===== src/rtl/vid_timing.sv =====
// Raster timing generator for the pixel-clock domain.
// Free-running h/v counters feed registered sync, data-enable, coordinate and strobe decodes.
// A per-line prefetch request/acknowledge lets the framebuffer reader fill its line buffer
// during horizontal blanking. A request that is still open when its line starts is flagged
// by a sticky underflow bit.
module vid_timing #(
   parameter int unsigned H_ACTIVE = 640,
   parameter int unsigned H_FP     = 32,
   parameter int unsigned H_SYNC   = 64,
   parameter int unsigned H_BP     = 96,
   parameter int unsigned V_ACTIVE = 480,
   parameter int unsigned V_FP     = 10,
   parameter int unsigned V_SYNC   = 3,
   parameter int unsigned V_BP     = 48,
   parameter bit          HS_POL   = 1'b0,
   parameter bit          VS_POL   = 1'b0,
   parameter int unsigned LEAD     = 128
) (
   input  logic        clk,
   input  logic        rst,
   input  logic        pll_locked,
   output logic        hsync,
   output logic        vsync,
   output logic        de,
   output logic [10:0] x,
   output logic [9:0]  y,
   output logic        frame_start,
   output logic        line_start,
   output logic        line_req,
   output logic [9:0]  line_y,
   input  logic        line_ack,
   output logic        underflow
);

   localparam int unsigned H_TOTAL = H_ACTIVE + H_FP + H_SYNC + H_BP;
   localparam int unsigned V_TOTAL = V_ACTIVE + V_FP + V_SYNC + V_BP;

   localparam logic [10:0] H_LAST = 11'(H_TOTAL - 1);
   localparam logic [10:0] H_ACT  = 11'(H_ACTIVE);
   localparam logic [10:0] HS_BEG = 11'(H_ACTIVE + H_FP);
   localparam logic [10:0] HS_END = 11'(H_ACTIVE + H_FP + H_SYNC);
   localparam logic [10:0] REQ_H  = 11'(H_TOTAL - LEAD);
   localparam logic [9:0]  V_LAST = 10'(V_TOTAL - 1);
   localparam logic [9:0]  V_ACT  = 10'(V_ACTIVE);
   localparam logic [9:0]  VS_BEG = 10'(V_ACTIVE + V_FP);
   localparam logic [9:0]  VS_END = 10'(V_ACTIVE + V_FP + V_SYNC);

   // Losing PLL lock is treated exactly like an external reset.
   logic srst;
   assign srst = rst | ~pll_locked;

   logic [10:0] h_cnt_q;
   logic [9:0]  v_cnt_q;
   logic        h_wrap;
   logic [9:0]  next_row;

   assign h_wrap   = (h_cnt_q == H_LAST);
   assign next_row = (v_cnt_q == V_LAST) ? 10'd0 : v_cnt_q + 10'd1;

   // Horizontal counter wraps each line; vertical counter steps on that wrap.
   always_ff @(posedge clk) begin
      if (srst) begin
         h_cnt_q <= '0;
         v_cnt_q <= '0;
      end else if (h_wrap) begin
         h_cnt_q <= '0;
         v_cnt_q <= next_row;
      end else begin
         h_cnt_q <= h_cnt_q + 11'd1;
      end
   end

   logic        hsync_q, vsync_q, de_q, frame_start_q, line_start_q;
   logic [10:0] x_q;
   logic [9:0]  y_q;

   // Registered decodes of the counters; all outputs share the same one-cycle latency.
   always_ff @(posedge clk) begin
      if (srst) begin
         hsync_q       <= ~HS_POL;
         vsync_q       <= ~VS_POL;
         de_q          <= 1'b0;
         x_q           <= '0;
         y_q           <= '0;
         frame_start_q <= 1'b0;
         line_start_q  <= 1'b0;
      end else begin
         hsync_q       <= (h_cnt_q >= HS_BEG && h_cnt_q < HS_END) ? HS_POL : ~HS_POL;
         vsync_q       <= (v_cnt_q >= VS_BEG && v_cnt_q < VS_END) ? VS_POL : ~VS_POL;
         de_q          <= (h_cnt_q < H_ACT) && (v_cnt_q < V_ACT);
         x_q           <= h_cnt_q;
         y_q           <= v_cnt_q;
         frame_start_q <= (h_cnt_q == 11'd0) && (v_cnt_q == 10'd0);
         line_start_q  <= (h_cnt_q == 11'd0);
      end
   end

   logic       line_req_q, line_req_d;
   logic [9:0] line_y_q, line_y_d;
   logic       underflow_q, underflow_d;

   // Prefetch handshake: ack wins over the deadline when both land on the wrap cycle.
   // The trigger sits in blanking, after the deadline check, so requests never overlap.
   always_comb begin
      line_req_d  = line_req_q;
      line_y_d    = line_y_q;
      underflow_d = underflow_q;
      if (line_req_q) begin
         if (line_ack) begin
            line_req_d = 1'b0;
         end else if (h_cnt_q == 11'd0) begin
            line_req_d  = 1'b0;
            underflow_d = 1'b1;
         end
      end else if (h_cnt_q == REQ_H && next_row < V_ACT) begin
         line_req_d = 1'b1;
         line_y_d   = next_row;
      end
   end

   // Handshake state; a pending request is dropped silently on reset or lock loss.
   always_ff @(posedge clk) begin
      if (srst) begin
         line_req_q  <= 1'b0;
         line_y_q    <= '0;
         underflow_q <= 1'b0;
      end else begin
         line_req_q  <= line_req_d;
         line_y_q    <= line_y_d;
         underflow_q <= underflow_d;
      end
   end

   assign hsync       = hsync_q;
   assign vsync       = vsync_q;
   assign de          = de_q;
   assign x           = x_q;
   assign y           = y_q;
   assign frame_start = frame_start_q;
   assign line_start  = line_start_q;
   assign line_req    = line_req_q;
   assign line_y      = line_y_q;
   assign underflow   = underflow_q;

endmodule


===== config.mk =====
export PLATFORM = sky130hd
export DESIGN_NAME = vid_timing
export DESIGN_NICKNAME = d
export VERILOG_FILES = /design/src/rtl/vid_timing.sv
export SDC_FILE = /design/constraint.sdc
export NUM_CORES = 1
export LEC_CHECK = 0
export CAP_MARGIN = 15
export CELL_PAD_IN_SITES_DETAIL_PLACEMENT = 1
export CELL_PAD_IN_SITES_GLOBAL_PLACEMENT = 1
export CORE_MARGIN = 10
export CORE_UTILIZATION = 39
export DETAILED_ROUTE_END_ITERATION = 6
export GPL_TIMING_DRIVEN = 0
export PLACE_DENSITY_LB_ADDON = 0.1
export RECOVER_POWER = 25
export SLEW_MARGIN = 30
export SYNTH_ARGS = -nofsm -noshare
export SYNTH_HDL_FRONTEND = slang
export SYNTH_SLANG_ARGS = --single-unit

===== constraint.sdc =====
create_clock -name clk -period 2.73 [get_ports clk]
set_clock_uncertainty 0.2 [all_clocks]
set_input_delay 0.273 -clock clk [delete_from_list [all_inputs] [get_ports clk]]
set_output_delay 0.273 -clock clk [all_outputs]
set_load 0.02 [all_outputs]

======== Word-level counts from Yosys, hierarchy flattened ========
Index checks and enable logic that the tools add are counted.
operators by class
  bitwise gates (word level) .............. 4
  order comparisons ....................... 7
  mux-type cells .......................... 7
  equality and inequality tests ........... 3
  add/subtract/negate cells ............... 2
  reductions and logical operators ........ 10
operator list
  cell                                                                            count
  10-bit by 9-bit less-than comparator with 1-bit output, second input constant   3
  11-bit by 10-bit equality test with 1-bit output, second input constant         2
  11-bit by 10-bit less-than comparator with 1-bit output, second input constant  2
  11-bit by 1-bit adder with 11-bit output, second input constant                 1
  11-bit by 10-bit >= comparator with 1-bit output, second input constant         1
  11-bit zero test                                                                1
  10-bit by 1-bit adder with 10-bit output, second input constant                 1
  10-bit equality test, second input constant                                     1
  10-bit by 9-bit >= comparator with 1-bit output, second input constant          1
  10-bit zero test                                                                1
  10-bit two-way mux                                                              1
  1-bit two-way mux                                                               6
  1-bit logical AND                                                               5
  1-bit NOT                                                                       3
  3-bit AND reduction                                                             1
  2-bit AND reduction                                                             1
  2-bit OR reduction                                                              1
  1-bit bitwise OR                                                                1
storage, ports and cells
  input port bits ......................... 4
  word-level logic and storage cells ...... 45
  register bits ........................... 59
  output and inout bits ................... 38

======== Depth between registers and ports, before layout ========
  word-level depth ........................ 6
  gate-level depth with buffers ........... 7
  depth with buffers taken out ............ 7

======== Worst setup path before layout ========
Ideal clock, no wire load.
  kind .................................... register to register
  start ................................... reg v_cnt_q[0]
  end ..................................... reg line_y_q[9], in the netlist line_y[9]
  buffers on the path ..................... 0
  library setup time ...................... 115 ps
  data arrival time ....................... 1955 ps
  data required time ...................... 2415 ps
  path slack .............................. 460 ps
  clock period less this slack ............ 2270 ps
  stages on the path, launching flop included .. 8
  path through ............................ dfxtp_1 inv_1 ha_1 or4b_4 o22ai_2 a21boi_1 a311o_2 and3_1
on the way
  longest elaborated chain between the ends .. 5
  elaborated cells on any way between the ends .. 6
  those cells by class .................... add/sub (1); order compare (1); eq/ne (1); mux (1); reduce/logical (2)
ends and longest elaborated chain
  what                                                                                     line  RTL
  start, declared                                                                          53    logic [9:0] v_cnt_q;
  start signal, assigned                                                                   67    v_cnt_q <= next_row;
  10-bit by 1-bit adder with 10-bit output / 10-bit equality test (equally long branches)  58    assign next_row = (v_cnt_q == V_LAST) ? 10'd0 : v_cnt_q + 10'd1;
  10-bit two-way mux *                                                                     58
  10-bit by 9-bit less-than comparator with 1-bit output                                   115   end else if (h_cnt_q == REQ_H && next_row < V_ACT) begin
  1-bit logical AND                                                                        115
  2-bit AND reduction (no line)                                                            -
  end signal, assigned                                                                     129   line_y_q <= line_y_d;
  end, declared                                                                            99    logic [9:0] line_y_q, line_y_d;
Every way passes the cells marked *; elsewhere a longest branch is shown, timed or not.
A chain may end at the register's enable or synchronous reset.

======== Worst setup path in the final report ========
Same ends and word-level chain as after synthesis.

==> flow_summary.ini <==
[cells_and_area]
final_layout_size_suffix_gt1_share_pct = 9.26
multi_input_area_um2 = 1200
area_delta_synth_final_pct = 29.6
final_nets = 329
antenna_cells = 0
regArea_um2 = 1180
fill_cells = 698

[critical_path]
arrival_ns = 2.58
cpLargestDelayFamily = compound AO/OA/AOI/OAI gates
worstSetupPathType = reg -> reg
cp_slowest_cell = or4b_4
reg2reg_depth = 7
required_ns = 2.76
cp_cell_sequence = inv_1, ha_1, or4b_4, o22ai_2, a21boi_1, a311o_2, and3_1
timing.rr.start = v_cnt_q[0]
slowest_delay_ns = 0.48
r2r_slack_ns = 0.18
cp-start-kind = register
endpoint = line_y[9]
path_max_fanout = 6
critPathCaptureType = register
worstReg2RegEnd = line_y[9]
path_depth = 7
crit_buf_inv = 1
startpoint = v_cnt_q[0]

[timing]
setup_viol = 0
period_minus_slack_ns = 2.55
tightestPinTransition_ns = 0.764
rsz0062_at_grt = false
drv_slew = 0
slew_headroom_pct = 48.7
fmax_ghz = 0.393
fin_ws_ns = 0.184
hold_violations = 0
min_period_over_period_pct = 93.3
fin_setup_tns_ns = 0

[synthesis]
synth_adder_area_share_pct = 3.05
yosys.area_share.simple_pct = 27.9
ys_ff_latch = 59
syn_inst = 267
synth_nets = 277
ys_seq_area_share_pct = 47.9
yosys-mux-area-fraction_pct = 2.84
synth-compound-area-share_pct = 9.09
ys_types = 47
synth_flop_cell = dfxtp_1
async_flop_share_pct = 0
synth_xor_area_share_pct = 5.69
netlist_area_um2 = 2460
synth_edf_count = 0
yosys_warnings = 0
syn_area_per_cell_um2 = 9.23
synth_top_family_by_area = simple AND/OR/NAND/NOR gates

[placed_design]
place_ws_ns = 0.198
io_buffer_count = 41
place_hpwl_um = 4630
place_congestion = 0.824

[power]
leakagePower_nw = 1.22
vdd_drop_max_v = 0.000393
power.density_nw_per_um2 = 568

[floorplanning]
start_util_pct = 40.9
rows = 28
io_pins = 42
core_um2 = 6030
fp.dieH_um = 99.5
die_area_um2 = 9900
die_x_um = 99.5

[cts]
htree_levels = 3
cts_root_buf = clkbuf_8
tritoncts = done
cts_sinks = 59
post_cts_resized = 0
ctsLongestPathBuffers = 2
ctsHoldBuffers = 0
path_clk_slew_ns = 0.07
clkLatencyLatePin_ns = 0.34
cts_made_buffers = 9
post_cts_buffers = 0

[detailed_routing]
drcViolationCount = 0
antenna_left = 0
wire_per_inst_um = 15.5
viasPerCell = 5.08
vias = 2026
drtPass1Iterations = 4
drt_iter0_markers = 63
wirelength_um = 6190

[global_routing]
grt_pass1_vias = 1993
antenna_found_initial = 0
grt_pass1_wl_um = 10300
grt_max_degree = 11
overflow = 0
grt_usage_pct = 13.0

[run_status]
status = finished, final reports clean

[job]
drv_cap = 0

[min_path]
min_from = line_y[2]
hold_path.class = reg -> reg
## synth_stat cells, types with 2 or more instances
cell      count  area [um^2]
dfxtp_1      59         1180
nor2_1       32          120
nand2_1      24         90.1
and2_1       19          119
clkbuf_1     12         45.0
xor2_1       10         87.6
nand3_1       9         45.0
a21oi_1       8         40.0
o21ai_0       8         40.0
mux2i_1       7         70.1
nor3_1        7         35.0
ha_1          6         75.1
inv_1         6         22.5
xnor2_1       6         52.6
and3_1        5         31.3
nand3b_1      4         30.0
buf_2         3         15.0
nand4_1       3         18.8
nor4b_1       3         26.3
a311oi_1      2         17.5
and4_1        2         17.5
nand2b_1      2         12.5
nor3b_1       2         15.0
nor4_1        2         12.5
o211ai_1      2         15.0
or3_1         2         12.5
or4b_4        2         27.5
## sequential cells by signal, indices dropped and copies added, names as in the netlist
register     count
h_cnt_q         11
x               11
line_y          10
v_cnt_q         10
y               10
de               1
frame_start      1
hsync            1
line_req         1
line_start       1
underflow        1
vsync            1
## cells in the final DEF (no fill, tap or decap), types with 5 or more instances in the layout
master           instances
a21oi_1                  8
and2_1                  18
and3_1                   5
clkbuf_1                15
clkbuf_8                11
clkdlybuf4s50_1         29
dfxtp_1                 59
dlygate4sd3_1           12
ha_1                     6
inv_1                    6
mux2i_1                  7
nand2_1                 24
nand3_1                  9
nor2_1                  32
nor3_1                   7
o21ai_0                  8
xnor2_1                  6
xor2_1                  10
## power by group
part	internal, mW	switching [mW]	leakage, nW
Clock	0.563	0.341	0.113
Combinational	0.0151	0.0297	0.630
Sequential	0.865	0.00233	0.476
## worst min-delay path by stage
stage / end / depth (start not counted) / slack, ns
2_1_floorplan: h_cnt_q[0] / 1 / 0.24
3_3_place_gp: line_y[6] / 2 / 0.24
3_5_place_dp: line_y[2] / 2 / 0.26
4_1_cts: line_y[2] / 2 / 0.27
5_1_grt: line_y[3] / 2 / 0.28
6_report: line_y[2] / 2 / 0.26
## logic make-up after synthesis
family | count (synthesis)
compound gates | 30
xor+xnor | 16
fa+ha+maj | 6
buf+inv | 22
flops | 59
mux | 7
simple gates | 127
## worst reg2reg max path: stages, from the launching register on
cell and delay, ns:
dfxtp_1 0.35, inv_1 0.16, ha_1 0.21, or4b_4 0.48, o22ai_2 0.15, a21boi_1 0.18
a311o_2 0.49, and3_1 0.22
## metrics by stage
step	hold WS [ns]	utilization, %	power (mW)	cells	area [um^2]
floorplan	0.242	-	0.911	267	2460
global placement	0.245	49.3	0.933	383	2970
detailed placement	0.259	49.3	0.933	383	2970
CTS	0.268	53.1	1.84	399	3200
global route	0.284	53.0	1.88	399	3190
finish	0.259	53.0	1.82	399	3190
## area by class of cell
class	count	share of cell area (%)
Multi-Input combinational cell	186	37.4
Sequential cell	59	37.0
Timing Repair Buffer	41	12.8
Clock buffer	12	4.86
Tap cell	75	2.94
Clock inverter	4	2.27
Buffer	16	1.96
Inverter	6	0.705
## routing by layer
metal	vias to the layer above	global-route usage, %	part of all wire, %
met4	0	6.28	2.0
met2	39	18.7	43
li1	1010	-	-
met3	12	4.91	6.3
met1	965	16.7	48
met5	-	0	0
No activity file was read; power rests on OpenSTA's default activity.
